### src/rtl/arrow_scheduler.sv
// Arrow launch scheduler: walks a pattern table, waits each entry's tick delay and
// launches it into the lowest free arrow slot. Optional stats outputs: SCHED_STATS_EN.
module arrow_scheduler #(
    parameter int unsigned NUM_SLOTS   = 8,
    parameter int unsigned MAX_ENTRIES = 24,
    parameter int unsigned TICK_DIV    = 6500000
) (
    input  logic                 clk,
    input  logic                 rst,
    input  logic                 start_in,
    input  logic                 abort_in,
    output logic [4:0]           entry_addr_out,
    input  logic [7:0]           entry_in,
    input  logic [NUM_SLOTS-1:0] slot_busy_in,
    output logic [NUM_SLOTS-1:0] launch_out,
    output logic [1:0]           launch_dir_out,
    output logic [1:0]           launch_speed_out,
    output logic                 launch_inv_out,
    output logic                 busy_out,
    output logic                 finished_out
`ifdef SCHED_STATS_EN
    ,
    output logic [7:0]           launch_count_out,
    output logic [15:0]          stall_cycles_out
`endif
);

    typedef enum logic [2:0] {IDLE, FETCH, WAIT, LAUNCH, STALL, DRAIN, DONE} state_t;

    localparam logic [4:0]  LAST_ADDR  = 5'(MAX_ENTRIES - 1);
    localparam logic [31:0] TICK_DIV_W = 32'(TICK_DIV);

    state_t               state_q, state_d;
    logic [4:0]           addr_q, addr_d;
    logic [31:0]          wait_cnt_q, wait_cnt_d;
    logic [4:0]           entry_q, entry_d;
    logic [NUM_SLOTS-1:0] reserved_q, reserved_d;
    logic [NUM_SLOTS-1:0] launch_q, launch_d;
    logic [1:0]           dir_q, dir_d;
    logic [1:0]           speed_q, speed_d;
    logic                 inv_q, inv_d;
    logic                 busy_q, busy_d;
    logic                 fin_q, fin_d;
    logic [NUM_SLOTS-1:0] free_mask;
    logic [NUM_SLOTS-1:0] pick;
    logic                 found;

    // A launched slot stays reserved until its arrow reports busy, covering the gap
    // between valid_in and valid_out.
    always_comb begin
        free_mask = ~slot_busy_in & ~reserved_q;
        pick      = '0;
        found     = 1'b0;
        for (int i = 0; i < NUM_SLOTS; i++) begin
            if (free_mask[i] && !found) begin
                pick[i] = 1'b1;
                found   = 1'b1;
            end
        end
    end

    always_comb begin
        state_d    = state_q;
        addr_d     = addr_q;
        wait_cnt_d = wait_cnt_q;
        entry_d    = entry_q;
        reserved_d = reserved_q & ~slot_busy_in;
        launch_d   = '0;
        dir_d      = '0;
        speed_d    = '0;
        inv_d      = 1'b0;
        case (state_q)
            IDLE: begin
                if (start_in) begin
                    addr_d  = '0;
                    state_d = FETCH;
                end
            end
            FETCH: begin
                entry_d = entry_in[4:0];
                if (entry_in[7:5] == 3'd0) begin
                    state_d = DRAIN;
                end else begin
                    wait_cnt_d = 32'(entry_in[7:5]) * TICK_DIV_W - 32'd1;
                    state_d    = WAIT;
                end
            end
            WAIT: begin
                if (wait_cnt_q != '0) begin
                    wait_cnt_d = wait_cnt_q - 32'd1;
                end else if (found) begin
                    state_d = LAUNCH;
                end else begin
                    state_d = STALL;
                end
            end
            STALL: begin
                if (found) begin
                    state_d = LAUNCH;
                end
            end
            LAUNCH: begin
                if (addr_q == LAST_ADDR) begin
                    state_d = DRAIN;
                end else begin
                    addr_d  = addr_q + 5'd1;
                    state_d = FETCH;
                end
            end
            DRAIN: begin
                if (slot_busy_in == '0 && reserved_q == '0) begin
                    state_d = DONE;
                end
            end
            DONE:    state_d = IDLE;
            default: state_d = IDLE;
        endcase

        if (abort_in) begin
            state_d    = IDLE;
            reserved_d = '0;
            wait_cnt_d = '0;
        end

        if (state_d == LAUNCH) begin
            launch_d   = pick;
            reserved_d = reserved_d | pick;
            dir_d      = entry_q[4:3];
            speed_d    = entry_q[2:1];
            inv_d      = entry_q[0];
        end

        busy_d = (state_d inside {FETCH, WAIT, LAUNCH, STALL, DRAIN});
        fin_d  = (state_d == DONE);
    end

    always_ff @(posedge clk or negedge rst) begin
        if (!rst) begin
            state_q    <= IDLE;
            addr_q     <= '0;
            wait_cnt_q <= '0;
            entry_q    <= '0;
            reserved_q <= '0;
            launch_q   <= '0;
            dir_q      <= '0;
            speed_q    <= '0;
            inv_q      <= 1'b0;
            busy_q     <= 1'b0;
            fin_q      <= 1'b0;
        end else begin
            state_q    <= state_d;
            addr_q     <= addr_d;
            wait_cnt_q <= wait_cnt_d;
            entry_q    <= entry_d;
            reserved_q <= reserved_d;
            launch_q   <= launch_d;
            dir_q      <= dir_d;
            speed_q    <= speed_d;
            inv_q      <= inv_d;
            busy_q     <= busy_d;
            fin_q      <= fin_d;
        end
    end

    assign entry_addr_out   = addr_q;
    assign launch_out       = launch_q;
    assign launch_dir_out   = dir_q;
    assign launch_speed_out = speed_q;
    assign launch_inv_out   = inv_q;
    assign busy_out         = busy_q;
    assign finished_out     = fin_q;

`ifdef SCHED_STATS_EN
    logic [7:0]  launch_cnt_q, launch_cnt_d;
    logic [15:0] stall_cnt_q, stall_cnt_d;

    always_comb begin
        launch_cnt_d = launch_cnt_q;
        stall_cnt_d  = stall_cnt_q;
        if (state_q == IDLE && state_d == FETCH) begin
            launch_cnt_d = '0;
            stall_cnt_d  = '0;
        end else begin
            if (state_d == LAUNCH) begin
                launch_cnt_d = launch_cnt_q + 8'd1;
            end
            if (state_q == STALL && stall_cnt_q != 16'hFFFF) begin
                stall_cnt_d = stall_cnt_q + 16'd1;
            end
        end
    end

    always_ff @(posedge clk or negedge rst) begin
        if (!rst) begin
            launch_cnt_q <= '0;
            stall_cnt_q  <= '0;
        end else begin
            launch_cnt_q <= launch_cnt_d;
            stall_cnt_q  <= stall_cnt_d;
        end
    end

    assign launch_count_out = launch_cnt_q;
    assign stall_cycles_out = stall_cnt_q;
`endif

endmodule

### config.mk
export PLATFORM = sky130hd
export DESIGN_NAME = arrow_scheduler
export DESIGN_NICKNAME = d
export VERILOG_FILES = /design/src/rtl/arrow_scheduler.sv
export SDC_FILE = /design/constraint.sdc
export NUM_CORES = 1
export LEC_CHECK = 0
export ABC_AREA = 0
export ABC_CLOCK_PERIOD_IN_PS = 2800
export CORE_MARGIN = 10
export CORE_UTILIZATION = 51
export CTS_BUF_LIST = sky130_fd_sc_hd__clkbuf_2
export DETAILED_ROUTE_END_ITERATION = 10
export PLACE_DENSITY = 0.77
export SYNTH_ARGS = -nofsm -noshare
export SYNTH_HDL_FRONTEND = slang
export SYNTH_SLANG_ARGS = --single-unit
export TNS_END_PERCENT = 1
### constraint.sdc
create_clock -name clk -period 2.8 [get_ports clk]
set_clock_uncertainty 0.1 [all_clocks]
set_input_delay 0.7 -clock clk [delete_from_list [all_inputs] [get_ports clk]]
set_output_delay 0.7 -clock clk [all_outputs]
set_load 0.02 [all_outputs]
==> impl_metrics.ini, run 1 <==
[worst_setup_path]
crit_type = in2reg
r2r_slack_ps = -90
cp-end-kind = flip-flop
crit_slowest_cell = or4_4
startpoint = entry_in[5]
r2r_start = wait_cnt_q[0]$_DFFE_PN0P_
crit_chain = buf_4, fa_1, ha_4, nor2b_2, o211a_1, o31ai_4, o311ai_2, or4_4, nor2_4, mux2_4, o211ai_1
worstRegToRegCells = 12
timing.rr.end = reserved_q[6]$_DFF_PN0_
startpoint_type = input port
arrival_ps = 3630
slowest_delay_ps = 620
required_ps = 3130
crit_fanout = 4

[timing]
worst_slack_ps = -495
max_freq_mhz = 304
maxSlewHeadroom = 0.459
finalHoldViolCount = 0
period_share = 1.18
setup_viol = 32
whs_ps = 124
drv_slew = 0
rsz0062_at_grt = yes
finalCriticalPeriod_ps = 3290
worst_slew_pin_slew_ps = 812

[clock_tree]
cts_buffer_depth = 2
h-tree-depth = 3
path_clk_slew_ps = 210
cts_tree = built
cts.sink_count = 68
clock_latency_ps = 530
cts_made_buffers = 9
root_buffer = clkbuf_2

[logic_synthesis]
synthFlopType = dfrtp_1
ys_async_sr_fraction = 1.00
synthAdderAreaFrac = 0.0578
yosys.area_share.simple = 0.262
netlist.top_cell.by_area = dfrtp_1
synth_top_area_share = 0.371
synthXorXnorAreaFrac = 0.0420
seq_area_frac_synth = 0.371
synth_edf_count = 0
synth_top_family_by_area = simple AND/OR/NAND/NOR gates
synth.area.mux_share = 0.0235
ys_types = 64
syn_avg_cell_area_um2 = 8.68
synth_nets = 568
netlist_instances = 528
synth_compound_area_frac = 0.210
ys_warn_count = 0
synth_seq_cells = 68
synth_area_leaders = dfrtp_1 37%, o21ai_0 5.7%, nor2_1 5.2%
syn_area_um2 = 4590

[cells_and_area]
final_nets = 714
area_growth_pct = 40.3
drive_above_1_share = 0.315
final_cell_area_um2 = 6430
layout_common_cells = 118 x buf_4, 68 x dfrtp_1, 62 x nor2_1
fillCellCount = 624
layout.cells.most_common = buf_4

[place]
pre_cts_ws_ps = -1470
placed_area_um2 = 5990
place_congestion = 0.965
io_buffer_count = 39
dp_hpwl_mm = 9.85

[floorplanning]
die_h_um = 115
row_count = 34
fp.dieW_um = 115
ios = 40
fp.dieArea_um2 = 13200
core_area_um2 = 8720
start_util = 0.526

[grt]
grtUsageTotal = 0.201
antenna_found_initial = 1
grt_pass1_wl_mm = 22.0
grt_max_degree = 39
grt_pass1_vias = 4806
grt_overflow = 0

[outcome]
outcome = complete, but fails checks
violations = negative setup slack

[power]
vdd_drop_max_uv = 311
clkPwrFrac = 0.157
p_int_mw = 2.81
power_leakage_nw = 2.86
p_per_area_nw_per_um2 = 758
sw_frac_of_total = 0.423
power_frac_comb = 0.558
share_seq_of_total_power = 0.285
switchingPower_mw = 2.06

[detailed_routing]
vias = 4771
via_per_inst = 6.05
drt_wl_total_mm = 13.6
firstDrtPassIters = 5
routedWlPerCell_um = 17.3
drc = 0
drtIter0Drc = 432
ant_nets = 0

[min_path]
min_path_type = in2async

[run]
maxCapViolCount = 0
==> worst max path at each step <==
stage | to
after CTS | wait_cnt_q[20]$_DFFE_PN0P_
after floorplan | wait_cnt_q[20]$_DFFE_PN0P_
after global placement | wait_cnt_q[28]$_DFFE_PN0P_
final | wait_cnt_q[20]$_DFFE_PN0P_
after global routing | wait_cnt_q[30]$_DFFE_PN0P_
after detailed placement | wait_cnt_q[30]$_DFFE_PN0P_
==> area by class of cell <==
| cell class | count | area (um^2) | share of cell area |
|---|---|---|---|
| multi-input combinational | 420 | 3070 | 0.477 |
| tap | 108 | 135 | 0.0210 |
| clock inverter | 6 | 113 | 0.0175 |
| clock buffer | 10 | 50.0 | 0.00778 |
| antenna | 1 | 2.50 | 0.000389 |
| sequential | 68 | 1700 | 0.264 |
| timing repair buffer | 159 | 1300 | 0.203 |
| inverter | 16 | 60.1 | 0.00933 |
==> critical path, delay by kind of cell <==
| family | cells | cell delay [ps] |
|---|---|---|
| compound gates | 4 | 860 |
| buf+inv | 1 | 140 |
| mux | 1 | 300 |
| simple gates | 3 | 940 |
| fa+ha+maj | 2 | 670 |
==> cells in the mapped netlist, types with 5 or more instances <==
library cell	n
nand2_1	36
o21ai_0	52
nand3_1	6
nor4_1	18
a21oi_1	31
ha_1	18
xnor2_1	17
o22ai_1	10
and2_1	7
nand4_1	8
xor2_1	5
a31oi_1	7
nor3_1	22
nor2b_1	9
inv_1	16
a21o_1	7
o211ai_1	6
nor2_1	63
mux2_2	6
clkbuf_1	23
dfrtp_1	68
==> per-layer routing <==
layer  up-vias  wire [um]  GRT usage  share of wire
met5         -          0          0              0
met4         0        569     0.0982          0.042
met3        48        574     0.0313          0.042
met2       133       7000      0.359           0.51
met1      2342       5480      0.228           0.40
li1       2248          -          -              -
==> state kept, by name, summed over array words and instances, names as in the netlist <==
name / cells
busy_out: 1
entry_addr_out: 5
entry_q: 5
finished_out: 1
launch_dir_out: 2
launch_inv_out: 1
launch_out: 8
launch_speed_out: 2
reserved_q: 8
state_q: 3
wait_cnt_q: 32
==> power by group through the flow <==
stage	sequential [mW]	clock, mW	combinational [mW]
final	1.39	0.765	2.72
after global routing	1.41	0.803	2.99
after CTS	1.38	0.771	2.67
after detailed placement	1.40	0	2.58
after global placement	1.38	0	2.52
after floorplan	1.40	0	1.54
==> timing repair <==
action                                  CTS  global route
resized for setup                        50            19
cloned                                    0             0
setup buffers                             8             0
endpoints found under the setup margin   43            44
pin swaps                                25             5
hold buffers                              0             0
==> logic make-up (layout without fill, tap and decap cells) <==
group,Yosys count,in the layout
buffers and inverters,40,191
adder cells (fa/ha/maj),20,20
multiplexers,10,10
XOR/XNOR,22,22
AO/OA/AOI/OAI,151,151
other,0,1
AND/OR/NAND/NOR,217,217
flip-flops,68,68
==> through the flow <==
step / std cells / total power, mW / utilization / setup TNS, ps
global route: 788 / 5.21 / 0.738 / -9290
finish: 788 / 4.88 / 0.738 / -5790
global placement: 763 / 3.90 / 0.686 / -42800
detailed placement: 763 / 3.98 / 0.686 / -45300
CTS: 787 / 4.82 / 0.728 / -5200
floorplan: 528 / 2.94 / - / -11450
No activity file was read; power rests on OpenSTA's default activity.
==> run 2, diff against run 1 <==
--- a/config.mk
+++ b/config.mk
@@ -10,8 +10,10 @@
 export CORE_MARGIN = 10
 export CORE_UTILIZATION = 51
 export CTS_BUF_LIST = sky130_fd_sc_hd__clkbuf_2
+export CTS_CLUSTER_SIZE = 16
 export DETAILED_ROUTE_END_ITERATION = 10
 export PLACE_DENSITY = 0.77
+export SETUP_SLACK_MARGIN = 0.2
 export SYNTH_ARGS = -nofsm -noshare
 export SYNTH_HDL_FRONTEND = slang
 export SYNTH_SLANG_ARGS = --single-unit
==> impl_metrics.ini, run 2 (same netlist as run 1, synthesis figures left out) <==
[detailed_routing]
via_per_inst = 6.13
drtIter0Drc = 412
vias = 4831
drt_wl_total_mm = 13.6
ant_nets = 0
firstDrtPassIters = 6
routedWlPerCell_um = 17.3
drc = 0

[worst_setup_path]
r2r_slack_ps = -90
crit_fanout = 4
timing.rr.end = reserved_q[3]$_DFF_PN0_
arrival_ps = 3630
startpoint_type = input port
startpoint = entry_in[6]
worstRegToRegCells = 12
r2r_start = wait_cnt_q[0]$_DFFE_PN0P_
required_ps = 3140
cp-end-kind = flip-flop
crit_type = in2reg

[grt]
grt_pass1_wl_mm = 22.1
antenna_found_initial = 1
grt_overflow = 0
grtUsageTotal = 0.201
grt_max_degree = 39
grt_pass1_vias = 4817

[power]
power_leakage_nw = 2.85
p_total_mw = 4.89
clkPwrFrac = 0.156
p_per_area_nw_per_um2 = 762
power_frac_comb = 0.560
share_seq_of_total_power = 0.284
vdd_drop_max_uv = 309
p_int_mw = 2.82
switchingPower_mw = 2.07
sw_frac_of_total = 0.424

[timing]
max_freq_mhz = 304
finalCriticalPeriod_ps = 3290
worst_slack_ps = -491
period_share = 1.18
drv_slew = 0
maxSlewHeadroom = 0.462
setup_viol = 22
rsz0062_at_grt = yes
worst_slew_pin_slew_ps = 806
finalHoldViolCount = 0
tns_ps = -5450

[floorplanning]
ios = 40
core_area_um2 = 8720
row_count = 34
fp.dieArea_um2 = 13200
die_h_um = 115
fp.dieW_um = 115
start_util = 0.526

[cells_and_area]
multi_input_area_um2 = 3050
final_cell_area_um2 = 6410
drive_above_1_share = 0.311
fillCellCount = 632
layout.cells.most_common = buf_4
largest-register = wait_cnt_q
layout_common_cells = 117 x buf_4, 68 x dfrtp_1, 62 x nor2_1
regArea_um2 = 1700
final_nets = 714
final_cells = 788
largest_register_ffs = 32
final_util = 0.735
area_growth_pct = 39.8

[place]
dp_cells = 763
place_congestion = 0.965
placed_area_um2 = 5990
dp_hpwl_mm = 9.85
io_buffer_count = 39

[outcome]
outcome = complete, but fails checks
violations = negative setup slack

[clock_tree]
ctsHoldBuffers = 0
root_buffer = clkbuf_2
cts_buffer_depth = 2
h-tree-depth = 3
clock_latency_ps = 520
cts_made_buffers = 9
path_clk_slew_ps = 200
cts_tree = built
cts.sink_count = 68

[run]
maxCapViolCount = 0

[min_path]
min_path_type = in2async
[run 2: cell types whose count changed in the layout (fill, tap and decap cells not counted), sizes merged]
cell           delta
clkdlybuf4s50     -6
dlymetal6s2s      -1
dlygate4sd2       +7
[run 2: cell type report]
type	instances	area share
Clock buffer	10	0.00780
Antenna cell	1	0.000390
Sequential cell	68	0.265
Inverter	16	0.00937
Timing Repair Buffer	159	0.202
Clock inverter	6	0.0176
Multi-Input combinational cell	420	0.476
Tap cell	108	0.0211
[run 2: timing repair]
item                       CTS  global route
buffers inserted             8             0
resized for setup           62            14
setup endpoints to repair   54            53
pin swaps                   26             4
[run 2: per-layer routing]
metal  GRT usage  routed length [um]  vias to the layer above
met3      0.0313                 670                       54
met1       0.228                5380                     2346
met5           0                   0                        -
li1            -                   -                     2242
met4      0.0982                 575                        0
met2       0.361                7010                      189
[run 2: power by group through the flow]
stage	Sequential, mW	Combinational [mW]	Clock (mW)
after floorplan	1.40	1.54	0
after global placement	1.38	2.52	0
after detailed placement	1.40	2.58	0
after CTS	1.38	2.67	0.771
after global routing	1.41	3.00	0.803
final	1.39	2.74	0.762
[run 2: worst max-delay path by stage]
stage               slack (ps)                    endpoint  depth (start not counted)
finish                    -490  wait_cnt_q[20]$_DFFE_PN0P_                         11
global route              -530  wait_cnt_q[28]$_DFFE_PN0P_                         11
CTS                       -450  wait_cnt_q[20]$_DFFE_PN0P_                         11
detailed placement       -1470  wait_cnt_q[30]$_DFFE_PN0P_                         13
global placement         -1360  wait_cnt_q[28]$_DFFE_PN0P_                         13
floorplan                 -740  wait_cnt_q[20]$_DFFE_PN0P_                         10
[run 2: stage by stage]
stage / setup slack [ps] / hold WS (ps)
after global routing: -530 / 153
after floorplan: -735 / 304
after detailed placement: -1470 / 368
final: -491 / 123
after global placement: -1360 / 359
after CTS: -448 / 115
[run 2: critical path: stages]
cell      delay (ps)
buf_8            110
fa_1             510
ha_4             190
nor2b_2          170
o211a_1          250
o31ai_4          290
o311ai_2         120
or4_4            620
nor2_4           150
mux2_4           300
o211ai_1         200
